$ cat src/rtl/fetch_decode_reg_pkg.sv
// Shared core package: datapath width, reset/NOP defaults and the
// per-entry payload type, reused by the PC, fetch/decode and decode blocks.
package fetch_decode_reg_pkg;

  localparam int unsigned XLEN = 32;

  localparam logic [XLEN-1:0] NOP_INSTR_DEF = 32'h0000_0000;
  localparam logic [XLEN-1:0] RESET_PC_DEF  = 32'h0000_0000;

  // Payload held by one pipeline entry (valid bit lives beside it).
  typedef struct packed {
    logic [XLEN-1:0] instr;
    logic [XLEN-1:0] pc;
    logic            misalign;
  } slot_t;

  // Word alignment check on the low PC bits.
  function automatic logic is_misaligned(input logic [1:0] pc_lo);
    return pc_lo != 2'b00;
  endfunction

endpackage

$ cat src/rtl/fetch_decode_reg_slot.sv
// pipe_slot: one pipeline entry (valid + instr + pc + misalign).
// Ports:
//   clk, rst   clock, synchronous active-high reset
//   ld         load d and set valid (wins over clr)
//   clr        clear valid only; payload is held
//   d          payload to load
//   valid, q   registered entry state
module pipe_slot
  import fetch_decode_reg_pkg::*;
#(
  parameter logic [XLEN-1:0] NOP_INSTR = NOP_INSTR_DEF,
  parameter logic [XLEN-1:0] RESET_PC  = RESET_PC_DEF
) (
  input  logic  clk,
  input  logic  rst,
  input  logic  ld,
  input  logic  clr,
  input  slot_t d,
  output logic  valid,
  output slot_t q
);

  always_ff @(posedge clk) begin
    if (rst) begin
      valid      <= 1'b0;
      q.instr    <= NOP_INSTR;
      q.pc       <= RESET_PC;
      q.misalign <= 1'b0;
    end else if (ld) begin
      valid <= 1'b1;
      q     <= d;
    end else if (clr) begin
      valid <= 1'b0;
    end
  end

endmodule

$ cat src/rtl/fetch_decode_reg.sv
// fetch_decode_reg: valid/ready pipeline register between fetch and decode.
// Build option: define FETCH_DECODE_SKID_EN for a two-entry (main + skid)
// version whose if_ready depends only on registered state; default is a
// single entry with a combinational if_ready.
// Ports:
//   clk, rst                      clock, synchronous active-high reset
//   if_valid/if_instr/if_pc       fetch-side word
//   if_ready                      block accepts a fetch word this cycle
//   flush                         drop all held words and any incoming word
//   id_valid/id_instr/id_pc       decode-side word (NOP_INSTR when invalid)
//   id_misalign                   presented PC not word aligned
//   id_ready                      decode consumes the word this cycle
module fetch_decode_reg
  import fetch_decode_reg_pkg::*;
#(
  parameter logic [XLEN-1:0] NOP_INSTR = NOP_INSTR_DEF,
  parameter logic [XLEN-1:0] RESET_PC  = RESET_PC_DEF
) (
  input  logic            clk,
  input  logic            rst,
  input  logic            if_valid,
  input  logic [XLEN-1:0] if_instr,
  input  logic [XLEN-1:0] if_pc,
  output logic            if_ready,
  input  logic            flush,
  output logic            id_valid,
  output logic [XLEN-1:0] id_instr,
  output logic [XLEN-1:0] id_pc,
  output logic            id_misalign,
  input  logic            id_ready
);

  slot_t in_word, main_d, main_q;
  logic  main_v, main_ld, main_clr;
  logic  xfer_in, xfer_out;

  // Misalign is captured at acceptance, travelling with the word.
  assign in_word = '{instr: if_instr, pc: if_pc, misalign: is_misaligned(if_pc[1:0])};

  assign xfer_in  = if_valid && if_ready;
  assign xfer_out = main_v && id_ready;

`ifdef FETCH_DECODE_SKID_EN
  slot_t skid_q;
  logic  skid_v, skid_ld, skid_clr;

  // skid_v only sets when main is full, so a full skid always means
  // main is full; if_ready is purely a function of that register.
  assign if_ready = !skid_v;

  // With skid full, the next transfer out promotes skid into main.
  // Otherwise an incoming word goes to main if main is free or leaving,
  // and into skid if main is stalled.
  assign main_d   = skid_v ? skid_q : in_word;
  assign main_ld  = !flush && (skid_v ? xfer_out : (xfer_in && (!main_v || xfer_out)));
  assign main_clr = flush || xfer_out;
  assign skid_ld  = !flush && xfer_in && main_v && !xfer_out;
  assign skid_clr = flush || (skid_v && xfer_out);

  pipe_slot #(.NOP_INSTR(NOP_INSTR), .RESET_PC(RESET_PC)) u_skid (
    .clk(clk), .rst(rst), .ld(skid_ld), .clr(skid_clr),
    .d(in_word), .valid(skid_v), .q(skid_q)
  );
`else
  assign if_ready = !main_v || id_ready;
  assign main_d   = in_word;
  assign main_ld  = xfer_in && !flush;
  assign main_clr = flush || xfer_out;
`endif

  pipe_slot #(.NOP_INSTR(NOP_INSTR), .RESET_PC(RESET_PC)) u_main (
    .clk(clk), .rst(rst), .ld(main_ld), .clr(main_clr),
    .d(main_d), .valid(main_v), .q(main_q)
  );

  // Invalid output shows NOP and no misalign; the PC keeps its last value.
  assign id_valid    = main_v;
  assign id_instr    = main_v ? main_q.instr : NOP_INSTR;
  assign id_pc       = main_q.pc;
  assign id_misalign = main_v && main_q.misalign;

endmodule

$ cat config.mk
export PLATFORM = sky130hd
export DESIGN_NAME = fetch_decode_reg
export DESIGN_NICKNAME = d
export VERILOG_FILES = /design/src/rtl/fetch_decode_reg_pkg.sv /design/src/rtl/fetch_decode_reg_slot.sv /design/src/rtl/fetch_decode_reg.sv
export SDC_FILE = /design/constraint.sdc
export NUM_CORES = 1
export LEC_CHECK = 0
export BUFFER_PORTS_ARGS = -buffer_cell sky130_fd_sc_hd__buf_4
export CAP_MARGIN = 40
export CORE_AREA = 5 5 69 96
export DETAILED_ROUTE_END_ITERATION = 8
export DIE_AREA = 0 0 74 101
export HOLD_SLACK_MARGIN = 0.03
export PLACE_DENSITY = 0.82
export SLEW_MARGIN = 15
export SYNTH_ARGS = -nofsm -noshare
export SYNTH_HDL_FRONTEND = slang
export SYNTH_HIERARCHICAL = 1
export SYNTH_SLANG_ARGS = --single-unit
$ cat constraint.sdc
create_clock -name clk -period 2 [get_ports clk]
set_input_delay 0.1 -clock clk [delete_from_list [all_inputs] [get_ports clk]]
set_output_delay 0.1 -clock clk [all_outputs]
set_load 0.02 [all_outputs]
**Word-level counts from Yosys, hierarchy flattened**

Index checks and enable logic that the tools add are counted.

- Output and inout port bits: 67
- Input port bits: 69
- Logic and storage cells: 17
- Register bits: 66

- Reduce and logical (&&, ||, !) cells: 10
- Muxes and demuxes: 3

Operators with widths:

| kind | number |
|---|---|
| $mux 32 | 1 |
| $logic_and 1x1->1 | 4 |
| $reduce_bool 2->1 | 2 |
| $logic_not 1->1 | 2 |
| $logic_or 1x1->1 | 2 |
| $mux 1 | 2 |

**Logic depth before layout (Yosys ltp)**

Gate-level depths: netlist of run 1.

- Depth in word-level cells: 5
- Mapped depth: 7
- Depth with buffers taken out: 4

**Hierarchy**

Netlist of run 1, hierarchy kept.

By module, submodules not included:

| module | instances | area each (µm²) | cells an instance |
|---|---|---|---|
| pipe_slot | 1 | 2,386.0 | 214 |
| fetch_decode_reg | 1 | 250.2 | 40 |

**Worst setup path after synthesis of run 1**

No wires, ideal clock.

- Kind: register to register
- Start: register u_main.valid
- End: register u_main/q[31] in the netlist's numbering
- Arrival: 1,550 ps
- Slack: 323 ps
- Stages on the path, launching flop included: 8
- Buffers on the path: 3
- Clock period less this slack: 1,677 ps
- Cell sequence: dfxtp_1 > nand2b_1 > and3b_1 > buf_6 > buf_12 > buf_12 > mux2i_1 > nor2_1

- Cells in the longest elaborated chain, start to end: 4

Ends and longest elaborated chain:

| what | RTL line | RTL |
|---|---|---|
| start: declaration | fetch_decode_reg_slot.sv:19 | `output logic valid,` |
| start signal: assignment | fetch_decode_reg_slot.sv:25 | `valid <= 1'b0;` |
| start signal: assignment | fetch_decode_reg_slot.sv:30 | `valid <= 1'b1;` |
| start signal: assignment | fetch_decode_reg_slot.sv:33 | `valid <= 1'b0;` |
| $logic_not 1->1 | fetch_decode_reg.sv:65 | `assign if_ready = !main_v \|\| id_ready;` |
| $logic_or 1x1->1 | fetch_decode_reg.sv:65 |  |
| via if_ready | fetch_decode_reg.sv:24 | `output logic if_ready,` |
| $logic_and 1x1->1 | fetch_decode_reg.sv:40 | `assign xfer_in = if_valid && if_ready;` |
| $logic_and 1x1->1 | fetch_decode_reg.sv:67 | `assign main_ld = xfer_in && !flush;` |
| via main_ld | fetch_decode_reg.sv:34 | `logic main_v, main_ld, main_clr;` |
| end: declaration | fetch_decode_reg_slot.sv:20 | `output slot_t q` |

The timed path passes the listed nets, and every way through them passes these cells.
A chain may end at the register's enable or synchronous reset.

**Worst setup path after layout of run 1**

- Start: register u_main.valid
- End: register u_main/q[44] in the netlist's numbering

- Cells in the longest elaborated chain, start to end: 4

Ends and longest elaborated chain:

| what | RTL line |
|---|---|
| $logic_not 1->1 | fetch_decode_reg.sv:65 |
| $logic_or 1x1->1 | fetch_decode_reg.sv:65 |
| $logic_and 1x1->1 | fetch_decode_reg.sv:40 |
| $logic_and 1x1->1 | fetch_decode_reg.sv:67 |
| via main_ld | fetch_decode_reg.sv:34 |

The timed path passes the listed nets, and every way through them passes these cells.

==> results of run 1 <==
-- per-layer routing --
metal	up-vias	share of wire
li1	1212	-
met1	1129	0.35
met2	87	0.55
met3	19	0.064
met4	0	0.034
met5	-	0
-- worst min path at each step --
stage                 start            to  slack (ps)
2_1_floorplan   if_instr[0]  u_main/q[33]         250
3_3_place_gp       if_pc[5]   u_main/q[6]         330
3_5_place_dp   if_instr[27]  u_main/q[60]         340
4_1_cts           if_pc[16]  u_main/q[17]          30
5_1_grt           if_pc[16]  u_main/q[17]          70
6_report          if_pc[16]  u_main/q[17]          90
-- Yosys cell counts (all sizes together) --
master | instances | area, sq um
dfxtp | 66 | 1321
mux2i | 65 | 650.6
buf | 10 | 136.4
a21o | 1 | 7.510
or2 | 1 | 6.260
inv | 1 | 3.750
clkbuf | 8 | 33.78
nor2 | 65 | 244.0
a21oi | 1 | 5.000
and3b | 1 | 8.760
nand2b | 2 | 12.51
and2 | 33 | 206.5
-- logic make-up (layout without fill, tap and decap cells) --
kind of cell | Yosys count | in the layout
simple gates | 102 | 102
flops | 66 | 66
mux | 65 | 65
buf+inv | 19 | 218
compound gates | 2 | 2
other cells | 0 | 1
-- through the flow --
step | setup WS [ps] | std cells | area, sq um | power, mW
5_1_grt | 388.5 | 524 | 4437 | 3.195
2_1_floorplan | 322.9 | 254 | 2636 | 1.683
3_5_place_dp | 537.8 | 444 | 3606 | 1.863
4_1_cts | 511.1 | 523 | 4434 | 3.073
3_3_place_gp | 583.0 | 444 | 3606 | 1.851
6_report | 494.8 | 524 | 4437 | 3.066
-- report_power, final --
part | switching (mW) | internal, mW | total, mW | leakage, nW
Sequential | 0.0322 | 1.38 | 1.41 | 0.540
Combinational | 0.228 | 0.302 | 0.530 | 1.42
Clock | 0.479 | 0.644 | 1.12 | 0.101
-- area by class of cell --
cell class | instances | area, sq um
Clock buffer | 14 | 162.7
Tap cell | 70 | 87.58
Multi-Input combinational cell | 169 | 1145
Fill cell | 373 | 1303
Sequential cell | 66 | 1321
Inverter | 1 | 3.754
Clock inverter | 2 | 35.03
Antenna cell | 1 | 2.502
Timing Repair Buffer | 201 | 1679
-- timing repair --
action                                  4_1_cts  5_1_grt
endpoints found under the hold margin        63        0
hold buffers                                 63        0
endpoints found under the setup margin        0        0
-- tightest hold or removal path: cells and delay by family --
kind	cells	cell delay, ps
buffers and inverters	1	80
muxes	1	80
and+or+nand+nor	1	120
-- flip-flops by register name (all words and copies together) (netlist names) --
| signal | cells |
|---|---|
| u_main/valid | 1 |
| u_main/q | 65 |
==> summary.md, run 1 <==
## Outcome
- complete, no violations — status

## Setup path
- u_main/valid — R2R Path Start
- 28 — largest driver fanout on the critical path
- 410 ps — stage delay of the slowest cell on the critical path
- 490 ps — Worst R2R Setup Slack
- register — startpoint type of the worst setup path
- buffers and inverters — Top delay family on crit path
- 2190 ps — required arrival time at the worst endpoint
- 1 — CP Buf/Inv Count
- u_main/q[44] — critical register-to-register path endpoint
- buf_4 — worst-path cell with the longest stage delay
- 5 — number of logic stages on the critical path including buffering
- nand2b_1 -> and3b_4 -> buf_4 -> mux2i_1 -> nor2_1 — crit path cell chain
- 1700 ps — crit path DAT
- 5 — length in cells of the worst reg-to-reg path
- u_main/q[44] — capturing element of the worst setup path
- register — kind of end point of the critical path
- reg2reg — CP Class
- u_main/valid — worst setup path startpoint

## Logic synthesis
- 323 — Post-Synthesis Net Count
- 66 — post-synthesis register bit count
- 16 — Cell variety after synth
- 6 — Warnings, synthesis
- 0.1813 — fraction of the mapped netlist area in simple logic gates
- 0.5012 — sequential share of the synthesized area
- 254 — Synth Instances
- 0.2468 — portion of netlist area occupied by mux cells
- 0.004746 — Synth Area in Compound Gates
- 0.002636 sq mm — Synth Cell Area
- 0 — post-synthesis adder-cell area fraction
- 0 — xor-xnor portion of the synthesized cell area
- multiplexers — dominant combinational cell family by area after synthesis
- 10.38 sq um — syn_area_per_cell

## Route
- 4 — number of detailed-routing iterations run before antenna repair
- 2447 — number of vias in the routed layout
- 151 — initial DRC count
- 0 — Post-DRT Antenna Nets
- 15.11 microns — Routed WL per cell
- 4.670 — post-DR vias/cell
- 7919 microns — wirelength, routed
- 0 — number of remaining DRC errors

## GRT
- 0 — overflow left after global routing
- 2633 — number of global-route vias before repair
- 0.05190 — met3 GRT Util
- 0.4071 — global routing usage on met2
- met2 — GR peak layer
- 0.2125 — met1 track demand over resource in global routing
- 12410 microns — global-route wire length before repair
- 1 — number of antenna violations at the first check in global routing
- 67 — maximum number of pins on one net before global-route repair
- 0.2188 — total track usage

## Place
- 4759 microns — post-detailed-placement half-perimeter wirelength
- 135 — Port-buffer cells
- 0.7056 — placer congestion estimate

## STA
- 0.7526 — Final Cycle Share
- 0 — count of pins over their slew limit
- 0 — final hold violation count
- 649.2 ps — worst slew pin tran
- 0 — count of endpoints failing setup in the final report
- 0.6644 GHz — Max Fclk
- no — unrepaired setup endpoints after global routing
- 0 ps — aggregate negative setup slack
- 7.934 ps — Worst Clk Skew
- 0.5672 — max-slew headroom at the worst pin
- 1505 ps — time the final worst path needs with I/O delays and setup
- 94.49 ps — final hold slack

## CTS
- 0 — post-CTS resize count
- 70 ps — register clock-pin slew on the reported worst setup and hold paths
- 0 — Setup Fix Bufs, Post-CTS
- clkbuf_8 — Clk Tree Root Cell
- 3 — depth of the CTS H-tree
- 9 — number of buffers added by the clock tree synthesis step
- done — clock tree from TritonCTS
- 66 — CTS sink count
- 2 — largest buffer count on any clock path
- 330 ps — later-pin clock latency in the skew report

## Floorplan
- 74 microns — die span in x
- 136 — total I/O pin count
- 0.4593 — starting density of the core
- 101 microns — height of the die
- 33 — number of standard-cell rows in the floorplan
- 0.005739 sq mm — placeable core region
- 0.007474 sq mm — floorplan die area

## Layout
- 68.30% — layout overhead on the synthesized area
- 517 — Net count, final
- 0.3377 — fraction of final layout cells with drive strength greater than 1
- 137 x buf_4, 66 x dfxtp_1, 65 x mux2i_1, 65 x nor2_1, 63 x dlygate4sd3_1 — most frequent cells in the layout
- 0.7731 — final core utilization
- buf_4 — most common library cell in the layout ignoring fill and taps

## Hold path
- 3 — Cells on Worst Hold Path
- in2reg — class of the tightest hold or removal check

## Run
- 0 — maxcap violations

## Power
- 2.062 nW — Leakage
- 0.5997 mV — maximum vdd drop
- 691.1 mW/mm^2 — power density over cell area

Note: power is estimated with default switching activity, not from simulation.
==> run 2, diff against run 1 <==
--- a/config.mk
+++ b/config.mk
@@ -5,13 +5,14 @@
 export SDC_FILE = /design/constraint.sdc
 export NUM_CORES = 1
 export LEC_CHECK = 0
+export ABC_AREA = 1
 export BUFFER_PORTS_ARGS = -buffer_cell sky130_fd_sc_hd__buf_4
 export CAP_MARGIN = 40
-export CORE_AREA = 5 5 69 96
+export CORE_AREA = 5 5 71 99
 export DETAILED_ROUTE_END_ITERATION = 8
-export DIE_AREA = 0 0 74 101
+export DIE_AREA = 0 0 76 104
 export HOLD_SLACK_MARGIN = 0.03
-export PLACE_DENSITY = 0.82
+export PLACE_DENSITY = 0.78
 export SLEW_MARGIN = 15
 export SYNTH_ARGS = -nofsm -noshare
 export SYNTH_HDL_FRONTEND = slang
==> constraint.sdc (replaced) <==
create_clock -name clk -period 1.5 [get_ports clk]
set_input_delay 0.075 -clock clk [delete_from_list [all_inputs] [get_ports clk]]
set_output_delay 0.075 -clock clk [all_outputs]
set_load 0.02 [all_outputs]
==> run 2 against run 1 <==
Compared with the run above:
- area after synthesis rose by 0.62%
- global-route usage rose by 0.14 points
- via count rose by 20%
- die area rose by 5.8%
- synthesized cell count rose by 44%
- wire length rose by 10%
- critical path depth rose by 1
- final cell count rose by 21%
- non-clock buffer count rose by 6
- largest cell class unchanged
- largest power group unchanged
==> summary.md, run 2 <==
## GRT
- 0 — number of antenna violations at the first check in global routing, -1
- 41 — maximum number of pins on one net before global-route repair, -39%
- 3018 — number of global-route vias before repair, +15%
- 0.2201 — total track usage, +0.001369
- 0 — overflow left after global routing, unchanged
- 14390 microns — global-route wire length before repair, +16%

## Layout
- u_main/q (65), u_main/valid (1) — leading registers by flop count
- 68.73% — layout overhead on the synthesized area
- 453 — fillcell total, +21%
- 140 x buf_4, 122 x nor2_1, 66 x dfxtp_1 — most frequent cells in the layout
- 65 — max FFs per register, unchanged
- 0 — antenna diode count, -1
- u_main/q — largest register by flop count
- buf_4 — most common library cell in the layout ignoring fill and taps
- 0.3025 — fraction of final layout cells with drive strength greater than 1, -0.03526
- 628 — Net count, final, +21%

## CTS
- 330 ps — later-pin clock latency in the skew report, about the same
- 66 — CTS sink count, unchanged
- 2 — largest buffer count on any clock path, unchanged
- 3 — depth of the CTS H-tree, unchanged
- clkbuf_8 — Clk Tree Root Cell
- 0 — Setup Fix Bufs, Post-CTS, unchanged
- 70 ps — register clock-pin slew on the reported worst setup and hold paths, about the same
- done — clock tree from TritonCTS
- 9 — number of buffers added by the clock tree synthesis step, unchanged

## Setup path
- u_main/q[3] — critical register-to-register path endpoint
- 1560 ps — crit path DAT, -140 ps
- u_main/valid — R2R Path Start
- reg2reg — CP Class
- register — kind of end point of the critical path
- register — startpoint type of the worst setup path
- 34 — largest driver fanout on the critical path, +21%
- 150 ps — Worst R2R Setup Slack, -340 ps
- 6 — length in cells of the worst reg-to-reg path, +1
- 1720 ps — required arrival time at the worst endpoint, -470 ps

## Floorplan
- 104 microns — height of the die, +3.0%
- 136 — total I/O pin count, unchanged
- 34 — number of standard-cell rows in the floorplan, +3.0%
- 0.006083 sq mm — placeable core region, +6.0%
- 0.007904 sq mm — floorplan die area, +5.8%
- 76 microns — die span in x, +2.7%
- 0.4360 — starting density of the core, -0.02331

## Logic synthesis
- 123 x nor2_1, 66 x dfxtp_1, 56 x o21ai_0 — leading post-synthesis cells by instance count
- 0.4981 — Yosys top cell area share, -0.003073
- 0 — post-synthesis async set-or-reset flop share, unchanged
- nor2_1 — library cell with the highest instance count after synthesis
- dfxtp_1 50%, nor2_1 17%, o21ai_0 11%, inv_1 5.2%, nand2_1 5.2% — top area cells in the synthesized netlist
- 6 — Warnings, synthesis, unchanged
- 66 — post-synthesis register bit count, unchanged
- 0.4981 — sequential share of the synthesized area, -0.003073
- 0 — Post-synth EDFFs, unchanged
- 0.002653 sq mm — Synth Cell Area, +0.62%
- 366 — Synth Instances, +44%
- 7.247 sq um — syn_area_per_cell, -30%
- dfxtp_1 — largest area contributor in the synthesized netlist
- 17 — Cell variety after synth, +1
- 435 — Post-Synthesis Net Count, +35%
- dfxtp_1 — most used flip-flop cell after synthesis

## STA
- 289.4 ps — worst slew pin tran, -359.8 ps
- 8.533 ps — Worst Clk Skew, +0.5989 ps
- 0.8967 — Final Cycle Share, +0.1441
- 0.7435 GHz — Max Fclk, +12%
- no — unrepaired setup endpoints after global routing
- 154.9 ps — min setup slack post-route, -339.9 ps
- 0.8071 — max-slew headroom at the worst pin, +0.2399
- 0 — final hold violation count, unchanged
- 0 — count of endpoints failing setup in the final report, unchanged
- 1345 ps — time the final worst path needs with I/O delays and setup, -160.1 ps
- 0 — count of pins over their slew limit, unchanged
- 0 ps — aggregate negative setup slack, unchanged

## Hold path
- in2reg — class of the tightest hold or removal check
- 6 — Cells on Worst Hold Path, +3
- u_main/valid — worst hold endpoint
- flush — Min-Delay Startpoint

## Power
- 0.7301 mV — maximum vdd drop, +22%
- 0.194 — combinational power share, +0.021
- 0.478 — power share of the sequential group, +0.017
- 0.2606 — fraction of power spent switching nets, +0.01954
- 0.328 — proportion of power drawn by the clock network, -0.038
- 2.993 mW — total internal power, +29%
- 904.3 mW/mm^2 — power density over cell area, +31%
- 1.055 mW — switching component of the power, +43%
- 2.409 nW — Leakage, +17%

## Route
- 4 — number of detailed-routing iterations run before antenna repair, unchanged
- 13.76 microns — Routed WL per cell, -9.0%
- 165 — initial DRC count, +9.3%
- 4.637 — post-DR vias/cell, -0.70%
- 8723 microns — wirelength, routed, +10%
- 0 — Post-DRT Antenna Nets, unchanged
- 0 — number of remaining DRC errors, unchanged
- 2940 — number of vias in the routed layout, +20%

## Place
- 239.1 ps — post-placement worst setup slack, -298.7 ps
- 5295 microns — post-detailed-placement half-perimeter wirelength, +11%
- 0.8333 — placer congestion estimate, +18%
- 135 — Port-buffer cells, unchanged

## Outcome
- complete, no violations — status

## Run
- 0 — maxcap violations, unchanged

## run 2: cell count changes after synthesis, moves of 5 or more
cell | before | now
buf_12 | 5 | 0
and2_1 | 33 | 0
inv_1 | 1 | 37
buf_6 | 1 | 9
nor2_1 | 65 | 123
o21ai_1 | 0 | 9
nand2_1 | 0 | 37
o21ai_0 | 0 | 56
mux2i_1 | 65 | 0
nor2_2 | 0 | 9
## run 2: cell type report
class                   instances  area (sq um)  area share
repair buffers                207          1733      0.3872
flip-flops and latches         66          1321      0.2952
multi-input cells             236          1005      0.2245
clock buffers                  12         165.2     0.03690
inverters                      39         148.9     0.03327
well taps                      72         90.09     0.02013
clock inverters                 2         12.51    0.002796
## run 2: routing by layer
layer / GRT usage / vias to the layer above / share of wire / wire length, microns
li1: - / 1492 / - / -
met1: 0.2181 / 1304 / 0.35 / 3044
met2: 0.4026 / 114 / 0.54 / 4732
met3: 0.04766 / 30 / 0.062 / 545
met4: 0.1412 / 0 / 0.046 / 401
met5: 0 / - / 0 / 0
## run 2: what timing repair did
action,in CTS,in global routing
endpoints found under the hold margin,65,0
gates resized for setup,0,1
setup endpoints to repair,0,3
hold buffers,65,0
## run 2: worst max-delay path by stage
| stage | cells after the start | slack (ps) | from | end |
|---|---|---|---|---|
| 6_report | 6 | 150 | u_main/valid | u_main/q[3] |
| 5_1_grt | 6 | 50 | u_main/valid | u_main/q[63] |
| 4_1_cts | 4 | 70 | u_main/valid | id_instr[29] |
| 3_5_place_dp | 6 | 240 | u_main/valid | u_main/q[54] |
| 3_3_place_gp | 6 | 300 | u_main/valid | u_main/q[4] |
| 2_1_floorplan | 10 | 30 | u_main/valid | u_main/q[53] |
## run 2: cell families (layout without fill, tap and decap cells)
logic type,Yosys count,after routing,share of synthesized area
AND/OR/NAND/NOR,170,170,0.2500
flip-flops,66,66,0.4981
AO/OA/AOI/OAI,66,66,0.1259
buffers and inverters,64,260,0.1259
## run 2: metrics by stage
| step | hold slack (ps) | instance area [sq um] | util | instances | total power [mW] |
|---|---|---|---|---|---|
| after floorplan | 137.4 | 2653 | - | 366 | 2.301 |
| after detailed placement | 253.7 | 3643 | 0.5989 | 555 | 2.604 |
| after CTS | 82.65 | 4472 | 0.7351 | 634 | 4.057 |
| after global routing | 118.6 | 4476 | 0.7357 | 634 | 4.229 |
| final | 96.54 | 4476 | 0.7357 | 634 | 4.047 |
| after global placement | 250.6 | 3643 | 0.5989 | 555 | 2.588 |
## run 2: critical path: stages, from the launching register on
cell	delay, ps
dfxtp_1	340
inv_1	40
nor2_1	210
nor2_4	70
buf_4	230
o21ai_0	260
nor2_1	70
## run 2: power groups by stage
stage / sequential (mW) / clock (mW) / combinational (mW)
after floorplan: 2.03 / 0 / 0.267
after global placement: 1.97 / 0 / 0.622
after detailed placement: 1.97 / 0 / 0.635
after CTS: 1.93 / 1.35 / 0.773
after global routing: 1.95 / 1.43 / 0.853
final: 1.93 / 1.33 / 0.785
